## src/rtl/game_level_sequencer_pkg.sv

```systemverilog
// Shared constants, state encodings and the level position table for the
// game level sequencer.
package game_level_sequencer_pkg;

    localparam int MAX_FAILHOLE_NUM    = 5;
    localparam int LEVEL_COUNT         = 4;
    localparam int LEVEL_BITS          = $clog2(LEVEL_COUNT);
    localparam int DEFAULT_START_LIVES = 3;
    localparam int DEFAULT_HOLD_FRAMES = 120;
    localparam int PIXEL_COORD_BIT     = 10;
    localparam int HOLE_ENTRY_W        = 2 * PIXEL_COORD_BIT;
    localparam int IDX_BITS            = 3;
    localparam int ROM_ADDR_W          = LEVEL_BITS + IDX_BITS;

    // State encodings, also exported on o_state for LEDs.
    localparam logic [2:0] ST_LOAD      = 3'd0;
    localparam logic [2:0] ST_READY     = 3'd1;
    localparam logic [2:0] ST_PLAY      = 3'd2;
    localparam logic [2:0] ST_WIN_HOLD  = 3'd3;
    localparam logic [2:0] ST_FAIL_HOLD = 3'd4;
    localparam logic [2:0] ST_GAME_OVER = 3'd5;
    localparam logic [2:0] ST_GAME_DONE = 3'd6;

    // Packs one hole position as {x, y}.
    function automatic logic [HOLE_ENTRY_W-1:0] hole(input int x, input int y);
        return {PIXEL_COORD_BIT'(x), PIXEL_COORD_BIT'(y)};
    endfunction

    // Level table, address {level, idx}: idx 0 is the win hole, idx k is
    // fail hole k-1, idx 6..7 are unused and read as zero.
    function automatic logic [HOLE_ENTRY_W-1:0] rom_entry(input logic [ROM_ADDR_W-1:0] addr);
        case (addr)
            5'd0:    return hole(200, 100);
            5'd1:    return hole(250,  70);
            5'd2:    return hole(300, 150);
            5'd3:    return hole(120, 220);
            5'd4:    return hole(400, 300);
            5'd5:    return hole(500,  60);
            5'd8:    return hole(560, 400);
            5'd9:    return hole(100, 100);
            5'd10:   return hole(320, 240);
            5'd11:   return hole(450, 120);
            5'd12:   return hole(200, 380);
            5'd13:   return hole(600, 200);
            5'd16:   return hole( 80, 420);
            5'd17:   return hole(160, 300);
            5'd18:   return hole(240, 180);
            5'd19:   return hole(360, 360);
            5'd20:   return hole(480, 240);
            5'd21:   return hole(560,  80);
            5'd24:   return hole(320,  40);
            5'd25:   return hole( 60,  60);
            5'd26:   return hole(180, 140);
            5'd27:   return hole(300, 260);
            5'd28:   return hole(420, 340);
            5'd29:   return hole(540, 420);
            default: return '0;
        endcase
    endfunction

endpackage

```

## src/rtl/game_level_sequencer_if.sv

```systemverilog
// Bundle of the sequencer's game-side inputs and status/position outputs.
interface game_level_sequencer_if;
    import game_level_sequencer_pkg::*;

    logic                                        i_screenend;
    logic                                        i_win;
    logic                                        i_fail;
    logic                                        i_start;
    logic                                        o_game_rst;
    logic                                        o_playing;
    logic [PIXEL_COORD_BIT-1:0]                  o_wh_pos_x;
    logic [PIXEL_COORD_BIT-1:0]                  o_wh_pos_y;
    logic [PIXEL_COORD_BIT*MAX_FAILHOLE_NUM-1:0] o_fh_pos_x;
    logic [PIXEL_COORD_BIT*MAX_FAILHOLE_NUM-1:0] o_fh_pos_y;
    logic [LEVEL_BITS-1:0]                       o_level;
    logic [2:0]                                  o_lives;
    logic [2:0]                                  o_state;

    modport master (
        output i_screenend, i_win, i_fail, i_start,
        input  o_game_rst, o_playing, o_wh_pos_x, o_wh_pos_y,
               o_fh_pos_x, o_fh_pos_y, o_level, o_lives, o_state
    );

    modport slave (
        input  i_screenend, i_win, i_fail, i_start,
        output o_game_rst, o_playing, o_wh_pos_x, o_wh_pos_y,
               o_fh_pos_x, o_fh_pos_y, o_level, o_lives, o_state
    );

endinterface

```

## src/rtl/game_level_sequencer_rom.sv

```systemverilog
// Synchronous level-position ROM: one cycle from address to data.
module level_rom
    import game_level_sequencer_pkg::*;
(
    input  logic                    CLK,
    input  logic [ROM_ADDR_W-1:0]   addr,
    output logic [HOLE_ENTRY_W-1:0] data
);

    logic [HOLE_ENTRY_W-1:0] data_q;
    logic [HOLE_ENTRY_W-1:0] data_d;

    // Table lookup for the presented address.
    always_comb begin
        data_d = rom_entry(addr);
    end

    // Output register; the consumer only samples it during LOAD.
    // NOTE: constant-table read register carries no reset -- its contents are
    // always valid one cycle after the address, so a reset adds nothing.
    always_ff @(posedge CLK) begin
        data_q <= data_d;
    end

    assign data = data_q;

endmodule

```

## src/rtl/game_level_sequencer.sv

```systemverilog
// Game level sequencer: loads hole positions per level, gates play with a
// start edge, tracks lives and pauses a fixed number of frames after each
// win or fail before advancing, retrying or ending the game.
module game_level_sequencer
    import game_level_sequencer_pkg::*;
#(
    parameter int START_LIVES = DEFAULT_START_LIVES,
    parameter int HOLD_FRAMES = DEFAULT_HOLD_FRAMES
) (
    input logic                   CLK,
    input logic                   rst_n,
    game_level_sequencer_if.slave bus
);

    localparam int                  FH_W      = PIXEL_COORD_BIT * MAX_FAILHOLE_NUM;
    localparam logic [IDX_BITS-1:0] LOAD_LAST = IDX_BITS'(MAX_FAILHOLE_NUM + 1);

    logic [2:0]                 state_q,      state_d;
    logic [IDX_BITS-1:0]        load_idx_q,   load_idx_d;
    logic [LEVEL_BITS-1:0]      level_q,      level_d;
    logic [2:0]                 lives_q,      lives_d;
    logic [7:0]                 hold_cnt_q,   hold_cnt_d;
    logic                       start_prev_q, start_prev_d;
    logic                       game_rst_q,   game_rst_d;
    logic                       playing_q,    playing_d;
    logic [PIXEL_COORD_BIT-1:0] wh_x_q,       wh_x_d;
    logic [PIXEL_COORD_BIT-1:0] wh_y_q,       wh_y_d;
    logic [FH_W-1:0]            fh_x_q,       fh_x_d;
    logic [FH_W-1:0]            fh_y_q,       fh_y_d;

    logic [HOLE_ENTRY_W-1:0]    rom_data;
    logic [PIXEL_COORD_BIT-1:0] rom_x;
    logic [PIXEL_COORD_BIT-1:0] rom_y;
    logic                       start_edge;
    logic                       hold_done;

    assign start_edge     = bus.i_start & ~start_prev_q;
    assign hold_done      = bus.i_screenend && (hold_cnt_q == 8'(HOLD_FRAMES - 1));
    assign {rom_x, rom_y} = rom_data;

    level_rom u_level_rom (
        .CLK  (CLK),
        .addr ({level_q, load_idx_q}),
        .data (rom_data)
    );

    // Next-state, level, lives and hold-counter logic plus registered output decode.
    // NOTE: every always_comb output gets its hold value first, so no path
    // through the case can leave one unassigned and infer a latch.
    always_comb begin
        state_d      = state_q;
        load_idx_d   = load_idx_q;
        level_d      = level_q;
        lives_d      = lives_q;
        hold_cnt_d   = hold_cnt_q;
        start_prev_d = bus.i_start;

        case (state_q)
            ST_LOAD: begin
                if (load_idx_q == LOAD_LAST) begin
                    state_d    = ST_READY;
                    load_idx_d = '0;
                end else begin
                    load_idx_d = load_idx_q + 1'b1;
                end
            end
            ST_READY: begin
                if (start_edge) begin
                    state_d = ST_PLAY;
                end
            end
            ST_PLAY: begin
                if (bus.i_fail) begin
                    state_d    = ST_FAIL_HOLD;
                    hold_cnt_d = '0;
                    if (lives_q != 3'd0) begin
                        lives_d = lives_q - 3'd1;
                    end
                end else if (bus.i_win) begin
                    state_d    = ST_WIN_HOLD;
                    hold_cnt_d = '0;
                end
            end
            ST_WIN_HOLD: begin
                if (bus.i_screenend) begin
                    hold_cnt_d = hold_cnt_q + 8'd1;
                end
                if (hold_done) begin
                    if (level_q == LEVEL_BITS'(LEVEL_COUNT - 1)) begin
                        state_d = ST_GAME_DONE;
                    end else begin
                        level_d    = level_q + 1'b1;
                        load_idx_d = '0;
                        state_d    = ST_LOAD;
                    end
                end
            end
            ST_FAIL_HOLD: begin
                if (bus.i_screenend) begin
                    hold_cnt_d = hold_cnt_q + 8'd1;
                end
                if (hold_done) begin
                    if (lives_q == 3'd0) begin
                        state_d = ST_GAME_OVER;
                    end else begin
                        load_idx_d = '0;
                        state_d    = ST_LOAD;
                    end
                end
            end
            ST_GAME_OVER, ST_GAME_DONE: begin
                if (start_edge) begin
                    level_d    = '0;
                    lives_d    = 3'(START_LIVES);
                    load_idx_d = '0;
                    state_d    = ST_LOAD;
                end
            end
            default: begin
                state_d    = ST_LOAD;
                load_idx_d = '0;
            end
        endcase

        // Decoded from the next state so the outputs flip with the state itself.
        game_rst_d = !((state_d == ST_PLAY) || (state_d == ST_WIN_HOLD) ||
                       (state_d == ST_FAIL_HOLD));
        playing_d  = (state_d == ST_PLAY);
    end

    // Position write-back: the ROM word for idx n arrives while load_idx is n+1.
    always_comb begin
        wh_x_d = wh_x_q;
        wh_y_d = wh_y_q;
        fh_x_d = fh_x_q;
        fh_y_d = fh_y_q;
        if (state_q == ST_LOAD) begin
            if (load_idx_q == IDX_BITS'(1)) begin
                wh_x_d = rom_x;
                wh_y_d = rom_y;
            end
            for (int k = 0; k < MAX_FAILHOLE_NUM; k++) begin
                if (load_idx_q == IDX_BITS'(k + 2)) begin
                    fh_x_d[k*PIXEL_COORD_BIT +: PIXEL_COORD_BIT] = rom_x;
                    fh_y_d[k*PIXEL_COORD_BIT +: PIXEL_COORD_BIT] = rom_y;
                end
            end
        end
    end

    // State registers with synchronous active-low reset back to the level 0 load.
    // NOTE: non-blocking assignments here so every flop samples the pre-edge
    // values, independent of statement order.
    always_ff @(posedge CLK) begin
        if (!rst_n) begin
            state_q      <= ST_LOAD;
            load_idx_q   <= '0;
            level_q      <= '0;
            lives_q      <= 3'(START_LIVES);
            hold_cnt_q   <= '0;
            start_prev_q <= 1'b0;
            game_rst_q   <= 1'b1;
            playing_q    <= 1'b0;
            wh_x_q       <= '0;
            wh_y_q       <= '0;
            fh_x_q       <= '0;
            fh_y_q       <= '0;
        end else begin
            state_q      <= state_d;
            load_idx_q   <= load_idx_d;
            level_q      <= level_d;
            lives_q      <= lives_d;
            hold_cnt_q   <= hold_cnt_d;
            start_prev_q <= start_prev_d;
            game_rst_q   <= game_rst_d;
            playing_q    <= playing_d;
            wh_x_q       <= wh_x_d;
            wh_y_q       <= wh_y_d;
            fh_x_q       <= fh_x_d;
            fh_y_q       <= fh_y_d;
        end
    end

    assign bus.o_game_rst = game_rst_q;
    assign bus.o_playing  = playing_q;
    assign bus.o_wh_pos_x = wh_x_q;
    assign bus.o_wh_pos_y = wh_y_q;
    assign bus.o_fh_pos_x = fh_x_q;
    assign bus.o_fh_pos_y = fh_y_q;
    assign bus.o_level    = level_q;
    assign bus.o_lives    = lives_q;
    assign bus.o_state    = state_q;

endmodule

```

## src/flat_wrapper.sv

```systemverilog
// flat-port wrapper written by rule: the top's interface ports become plain ports
module game_level_sequencer_flat import game_level_sequencer_pkg::*;
#(
    parameter int START_LIVES = DEFAULT_START_LIVES,
    parameter int HOLD_FRAMES = DEFAULT_HOLD_FRAMES
)
  (CLK, rst_n, bus_i_screenend, bus_i_win, bus_i_fail, bus_i_start, bus_o_game_rst, bus_o_playing, bus_o_wh_pos_x, bus_o_wh_pos_y, bus_o_fh_pos_x, bus_o_fh_pos_y, bus_o_level, bus_o_lives, bus_o_state);
  game_level_sequencer_if bus_i ();
  input logic CLK;
  input logic rst_n;
  input wire logic [$bits(bus_i.i_screenend)-1:0] bus_i_screenend;
  input wire logic [$bits(bus_i.i_win)-1:0] bus_i_win;
  input wire logic [$bits(bus_i.i_fail)-1:0] bus_i_fail;
  input wire logic [$bits(bus_i.i_start)-1:0] bus_i_start;
  output wire logic [$bits(bus_i.o_game_rst)-1:0] bus_o_game_rst;
  output wire logic [$bits(bus_i.o_playing)-1:0] bus_o_playing;
  output wire logic [$bits(bus_i.o_wh_pos_x)-1:0] bus_o_wh_pos_x;
  output wire logic [$bits(bus_i.o_wh_pos_y)-1:0] bus_o_wh_pos_y;
  output wire logic [$bits(bus_i.o_fh_pos_x)-1:0] bus_o_fh_pos_x;
  output wire logic [$bits(bus_i.o_fh_pos_y)-1:0] bus_o_fh_pos_y;
  output wire logic [$bits(bus_i.o_level)-1:0] bus_o_level;
  output wire logic [$bits(bus_i.o_lives)-1:0] bus_o_lives;
  output wire logic [$bits(bus_i.o_state)-1:0] bus_o_state;
  assign bus_i.i_screenend = bus_i_screenend;
  assign bus_i.i_win = bus_i_win;
  assign bus_i.i_fail = bus_i_fail;
  assign bus_i.i_start = bus_i_start;
  assign bus_o_game_rst = bus_i.o_game_rst;
  assign bus_o_playing = bus_i.o_playing;
  assign bus_o_wh_pos_x = bus_i.o_wh_pos_x;
  assign bus_o_wh_pos_y = bus_i.o_wh_pos_y;
  assign bus_o_fh_pos_x = bus_i.o_fh_pos_x;
  assign bus_o_fh_pos_y = bus_i.o_fh_pos_y;
  assign bus_o_level = bus_i.o_level;
  assign bus_o_lives = bus_i.o_lives;
  assign bus_o_state = bus_i.o_state;
  game_level_sequencer #(.START_LIVES(START_LIVES), .HOLD_FRAMES(HOLD_FRAMES)) u_core (.CLK(CLK), .rst_n(rst_n), .bus(bus_i));
endmodule
```

## config.mk

```make
export PLATFORM = sky130hd
export DESIGN_NAME = game_level_sequencer_flat
export DESIGN_NICKNAME = d
export VERILOG_FILES = /design/src/rtl/game_level_sequencer_pkg.sv /design/src/rtl/game_level_sequencer_if.sv /design/src/rtl/game_level_sequencer_rom.sv /design/src/rtl/game_level_sequencer.sv /design/src/flat_wrapper.sv
export SDC_FILE = /design/constraint.sdc
export NUM_CORES = 1
export LEC_CHECK = 0
export BUFFER_PORTS_ARGS = -buffer_cell sky130_fd_sc_hd__buf_2
export CELL_PAD_IN_SITES_DETAIL_PLACEMENT = 1
export CELL_PAD_IN_SITES_GLOBAL_PLACEMENT = 1
export CORE_ASPECT_RATIO = 0.7
export CORE_MARGIN = 2
export CORE_UTILIZATION = 42
export DETAILED_ROUTE_END_ITERATION = 12
export GPL_TIMING_DRIVEN = 0
export PLACE_DENSITY_LB_ADDON = 0.25
export SYNTH_ARGS = -nofsm -noshare
export SYNTH_HDL_FRONTEND = slang
export SYNTH_SLANG_ARGS = --single-unit
```

## constraint.sdc

```tcl
create_clock -name CLK -period 6.25 [get_ports CLK]
set_clock_uncertainty 0.15 [all_clocks]
set_input_delay 0.3125 -clock CLK [delete_from_list [all_inputs] [get_ports CLK]]
set_output_delay 0.3125 -clock CLK [all_outputs]
set_load 0.01 [all_outputs]
```

# Word level (Yosys, flattened, before mapping)

Memory sizes are Yosys's and may differ from the RTL's. A register that Yosys moved wholly into a read port is not among the register bits.
Index checks and enable logic that the tools add are counted.

Logic and storage cells: 107
Bits of input ports: 6
Flip-flop bits (word level): 162
Memories: 1
Output and inout bits: 130
ROM bits: 544

Bitwise operators: 3
Eq/ne operators: 26
$add $sub $neg: 4
Reductions and logical operators: 23
Muxes and demuxes: 29

Memories:

| name            | depth | bits a word | rd ports | clocked after Yosys merged registers in | wr ports | line                           | text |
|---|---|---|---|---|---|---|---|
| (no name shown) | 32    | 17          | 1        | 1                                       | 0        | game_level_sequencer_pkg.sv:32 | `case (addr)` |

Operators by type and width:

| cell                  | count |
|---|---|
| $mux W3               | 18 |
| $mux W8               | 3 |
| $eq A3 B3 Y1 const B  | 7 |
| $eq A3 B2 Y1 const B  | 6 |
| $pmux W3 S6           | 1 |
| $pmux W8 S2           | 1 |
| $pmux W3 S5           | 1 |
| $reduce_and A2 Y1     | 6 |
| $ne A2 B1 Y1 const B  | 5 |
| $add A8 B1 Y8 const B | 1 |
| $eq A8 B7 Y1 const B  | 1 |
| $reduce_and A4 Y1     | 2 |
| $eq A3 B1 Y1 const B  | 2 |
| $logic_not A3 Y1      | 2 |
| $mux W2               | 3 |
| $ne A2 B2 Y1 const B  | 3 |
| $pmux W3 S2           | 1 |
| $reduce_and A6 Y1     | 1 |
| $reduce_bool A2 Y1    | 3 |
| $reduce_or A2 Y1      | 3 |
| $pmux W2 S2           | 1 |
| $add A3 B1 Y3 const B | 1 |
| $ne A3 B3 Y1 const B  | 1 |
| $reduce_and A3 Y1     | 1 |
| 9 further kinds       | 11 |

# Longest topological paths before layout

Word-level depth: 8
Depth in mapped cells: 9
Depth with buffers taken out: 7

# Modules after synthesis

Synthesis repeated with hierarchy kept, for this count alone.

Cells, all modules: 815
Area, all modules: 6842.8 um^2

Modules (own cells, without submodules):

| module               | cells an instance | area each (um^2) | sequential area each (um^2) | instances |
|---|---|---|---|---|
| game_level_sequencer | 682               | 5829.3           | 2842.7                      | 1 |
| level_rom            | 133               | 1013.5           | 340.3                       | 1 |

# Worst setup path before layout

Ideal clock, no wire load.

Kind: register to register
Start: register u_core.load_idx_q[0]
End: register u_core.playing_q (netlist: u_core.bus.o_playing)
Data arrival time: 1.829 ns
Data required time: 6.041 ns
Path slack: 4.213 ns
Stages on the path, launching flop included: 10
Clock period less this slack: 2.037 ns
Setup time: 0.059 ns
Buffers on the path: 2
Path through: dfxtp_1 clkbuf_1 inv_1 ha_1 clkbuf_1 nand2_1 a2bb2oi_1 nand4_1 nor3_1 and2_1

Cells in the longest elaborated chain, start to end: 4

RTL lines:

| what                   | line                        | text |
|---|---|---|
| from (decl)            | game_level_sequencer.sv:19  | `logic [IDX_BITS-1:0] load_idx_q, load_idx_d;` |
| from (signal assigned) | game_level_sequencer.sv:170 | `load_idx_q <= load_idx_d;` |
| $eq A3 B3 Y1           | game_level_sequencer.sv:60  | `if (load_idx_q == LOAD_LAST) begin` |
| $mux W3                | game_level_sequencer.sv:60  |  |
| $pmux W3 S6            | game_level_sequencer.sv:58  | `case (state_q)` |
| $eq A3 B2 Y1           | game_level_sequencer.sv:128 | `playing_d = (state_d == ST_PLAY);` |
| to (signal assigned)   | game_level_sequencer.sv:176 | `playing_q <= playing_d;` |
| to (decl)              | game_level_sequencer.sv:25  | `logic playing_q, playing_d;` |

Every way passes these cells.
A chain may end at the register's enable or synchronous reset.

# Worst setup path after layout

Start: register u_core.load_idx_q[0]
End: register u_core.fh_y_q[6] (netlist: u_core.bus.o_fh_pos_y[6])

Cells in the longest elaborated chain, start to end: 2

RTL lines:

| what                        | line                        | text |
|---|---|---|
| $eq A3 B2 Y1                | game_level_sequencer.sv:143 | `if (load_idx_q == IDX_BITS'(k + 2)) begin` |
| $reduce_and A2 Y1 (no line) | -                           |  |
| to (signal assigned)        | game_level_sequencer.sv:180 | `fh_y_q <= fh_y_d;` |
| to (decl)                   | game_level_sequencer.sv:29  | `logic [FH_W-1:0] fh_y_q, fh_y_d;` |

Every way passes these cells.

==> results.cfg <==
[finish]
fin_nets = 911
final_layout_size_suffix_gt1_share_pct = 22.8
syn_to_final_growth_pct = 24.9
final_common_cell = nand2_1
final_cell_mix = nand2_1 (229), dfxtp_1 (141), buf_2 (125)
fin_cells = 1096
antenna_cells = 0
stdcell_area_mm2 = 0.00745

[synth]
synth_top_area_cell = dfxtp_1
syn_inst = 740
yosys.area.top_type_share_pct = 47.3
ys_seq_area_share_pct = 47.3
synth_ff_type = dfxtp_1
ys_top_cells_by_area = dfxtp_1 (47%), nand2_1 (14%), a21oi_1 (10%), buf_4 (2.5%), ha_1 (2.5%)
syn-cell-area_mm2 = 0.00597
synth-seq-cells = 141
ys_async_sr_fraction_pct = 0
yosys_warnings = 0
synth_edf_count = 0
synth_cell_types = 72
synth_area_per_cell_um2 = 8.07

[worst_hold_path]
hold_start = rst_n
hold_end = u_core.bus.o_lives[0]
hold_depth = 2
hp-class = input port to flop

[sta]
finalSetupTns_ns = 0
finalHoldViolations = 0
relSlewSlack_pct = 54.7
period_share_pct = 45.2
tightestPinTransition_ns = 0.679
rsz0062_at_grt = no
drv_slew = 0
period_needed_ns = 2.82
setup_violations = 0
fmax_ghz = 0.354

[setup_path]
crit_type = flop to flop
arrival_ns = 3.03
r2r-end = u_core.bus.o_fh_pos_y[6]
reg2reg_depth = 8
crit_fanout = 10
endpoint_kind = flop
crit_path_start_kind = flop
r2r-start = u_core.load_idx_q[0]
cp.required_ns = 6.46
rrSetupSlack_ns = 3.43

[job]
max_cap_viol_count = 0

[route]
dr.pass1.iters = 5
wl_um = 21300
drc = 0
wire_per_inst_um = 19.4
viasPerCell = 5.40
drtAntennaViolNets = 0
dr.first_iter.drc_count = 354
vias = 5918

[grt]
grt_pass1_vias = 6001
overflow = 0
track_usage_pct = 28.3
grt_pass1_wl_um = 33300
grt_max_degree = 17
antenna_found_initial = 0

[power]
powerDensity_mw_per_mm2 = 301
leakagePower_nw = 3.10
ir_drop_v = 0.000219
p_total_w = 0.00224

[clocking]
cts.htree.levels = 4
ctsResizeCount = 0
cts_made_buffers = 17
cts_buffer_depth = 2
root_buffer = clkbuf_16
cts_tree = done
clk_pin_slew_ns = 0.06
clk_latency_ns = 0.44
cts.sinks = 141

[floorplanning]
start_util_pct = 42.9
die_area_mm2 = 0.0152
placeableCoreArea_mm2 = 0.0139
io_pins = 136
row_count = 36
die_w_um = 146
die_h_um = 104

[status]
outcome = finished, final reports clean

[placed_design]
io_buffer_count = 116
dpl_cell_area_mm2 = 0.00685
post-place-cells = 1063
dp.final_hpwl_um = 15300
gp_congestion = 0.917
-- how the worst max path moves through the flow --
stage                                           to  slack, ns                  from
after floorplan               u_core.bus.o_playing       4.21  u_core.load_idx_q[0]
final                     u_core.bus.o_fh_pos_y[6]       3.43  u_core.load_idx_q[0]
after CTS                 u_core.bus.o_fh_pos_y[6]       3.48  u_core.load_idx_q[0]
after global placement    u_core.bus.o_fh_pos_y[4]       3.59  u_core.load_idx_q[0]
after global routing      u_core.bus.o_fh_pos_y[6]       3.13  u_core.load_idx_q[0]
after detailed placement  u_core.bus.o_fh_pos_y[6]       3.54  u_core.load_idx_q[0]
-- sequential cells by signal, indices dropped and copies added (netlist names) --
register,flops
u_core.bus.o_fh_pos_y,40
u_core.bus.o_level,2
u_core.start_prev_q,1
u_core.bus.o_wh_pos_y,8
u_core.hold_cnt_q,8
u_core.u_level_rom.data,17
u_core.bus.o_playing,1
u_core.load_idx_q,3
u_core.bus.o_fh_pos_x,45
u_core.bus.o_wh_pos_x,9
u_core.bus.o_game_rst,1
u_core.bus.o_state,3
u_core.bus.o_lives,3
-- cells in the mapped netlist (5+ instances only) --
cell	n
a21oi_1	119
a21oi_2	10
and2_1	5
buf_2	9
buf_4	20
clkbuf_1	29
dfxtp_1	141
ha_1	12
inv_1	10
nand2_1	229
nand2b_1	5
nand3_1	14
nor2_1	24
o21ai_0	14
or3_1	5
xnor2_1	5
-- layer usage --
metal | track usage (%) | vias to the layer above | part of all wire, %
li1 | - | 2755 | -
met1 | 39.5 | 2943 | 47
met2 | 44.6 | 187 | 45
met3 | 3.88 | 33 | 5.1
met4 | 11.1 | 0 | 2.1
met5 | 0 | - | 0
-- worst max-delay path: stages, from the launching register on --
cell and delay [ns]:
dfxtp_1 0.36, clkbuf_1 0.36, inv_1 0.24, ha_1 0.25, clkbuf_1 0.26, nand3_1 0.36
clkbuf_1 0.45, nand2_1 0.10, a21oi_1 0.20
-- power breakdown --
group / switching, W / total, W / internal, W
Combinational: 0.000137 / 0.000211 / 0.0000744
Sequential: 0.0000618 / 0.000999 / 0.000937
Clock: 0.000422 / 0.00103 / 0.000611
Total: 0.000621 / 0.00224 / 0.00162
-- kinds of logic (layout without fill, tap and decap cells) --
family | count (synthesis) | count (layout) | share of synthesized area, %
and+or+nand+nor | 321 | 321 | 24.3
AOI/OAI and AO/OA | 180 | 180 | 17.7
DFF | 141 | 141 | 47.3
buffers and inverters | 76 | 225 | 6.73
adders and majority gates | 12 | 12 | 2.52
xor gates and xnor gates | 6 | 6 | 0.880
muxes | 3 | 3 | 0.524
other | 1 | 18 | 0.0628
-- cell type report --
cell class,count,area [µm²]
flip-flops and latches,141,2820
multi-input cells,540,2810
clock buffers,20,457
well taps,190,238
fillers,1708,6460
clock inverters,12,136
plain buffers,64,357
inverters,12,45.0
repair buffers,117,591
-- through the flow --
step | setup slack (ns) | utilization, % | hold slack, ns
final | 3.43 | 53.6 | 0.158
after global routing | 3.13 | 53.6 | 0.211
after CTS | 3.48 | 53.6 | 0.170
after detailed placement | 3.54 | 49.2 | 0.297
after global placement | 3.59 | 49.2 | 0.292
after floorplan | 4.21 | - | 0.284
-- what timing repair did --
action / CTS / global route
hold buffers: 1 / 0
hold endpoints to repair: 1 / 0
setup buffers: 0 / 0
Power figures use the tool's default switching activity.
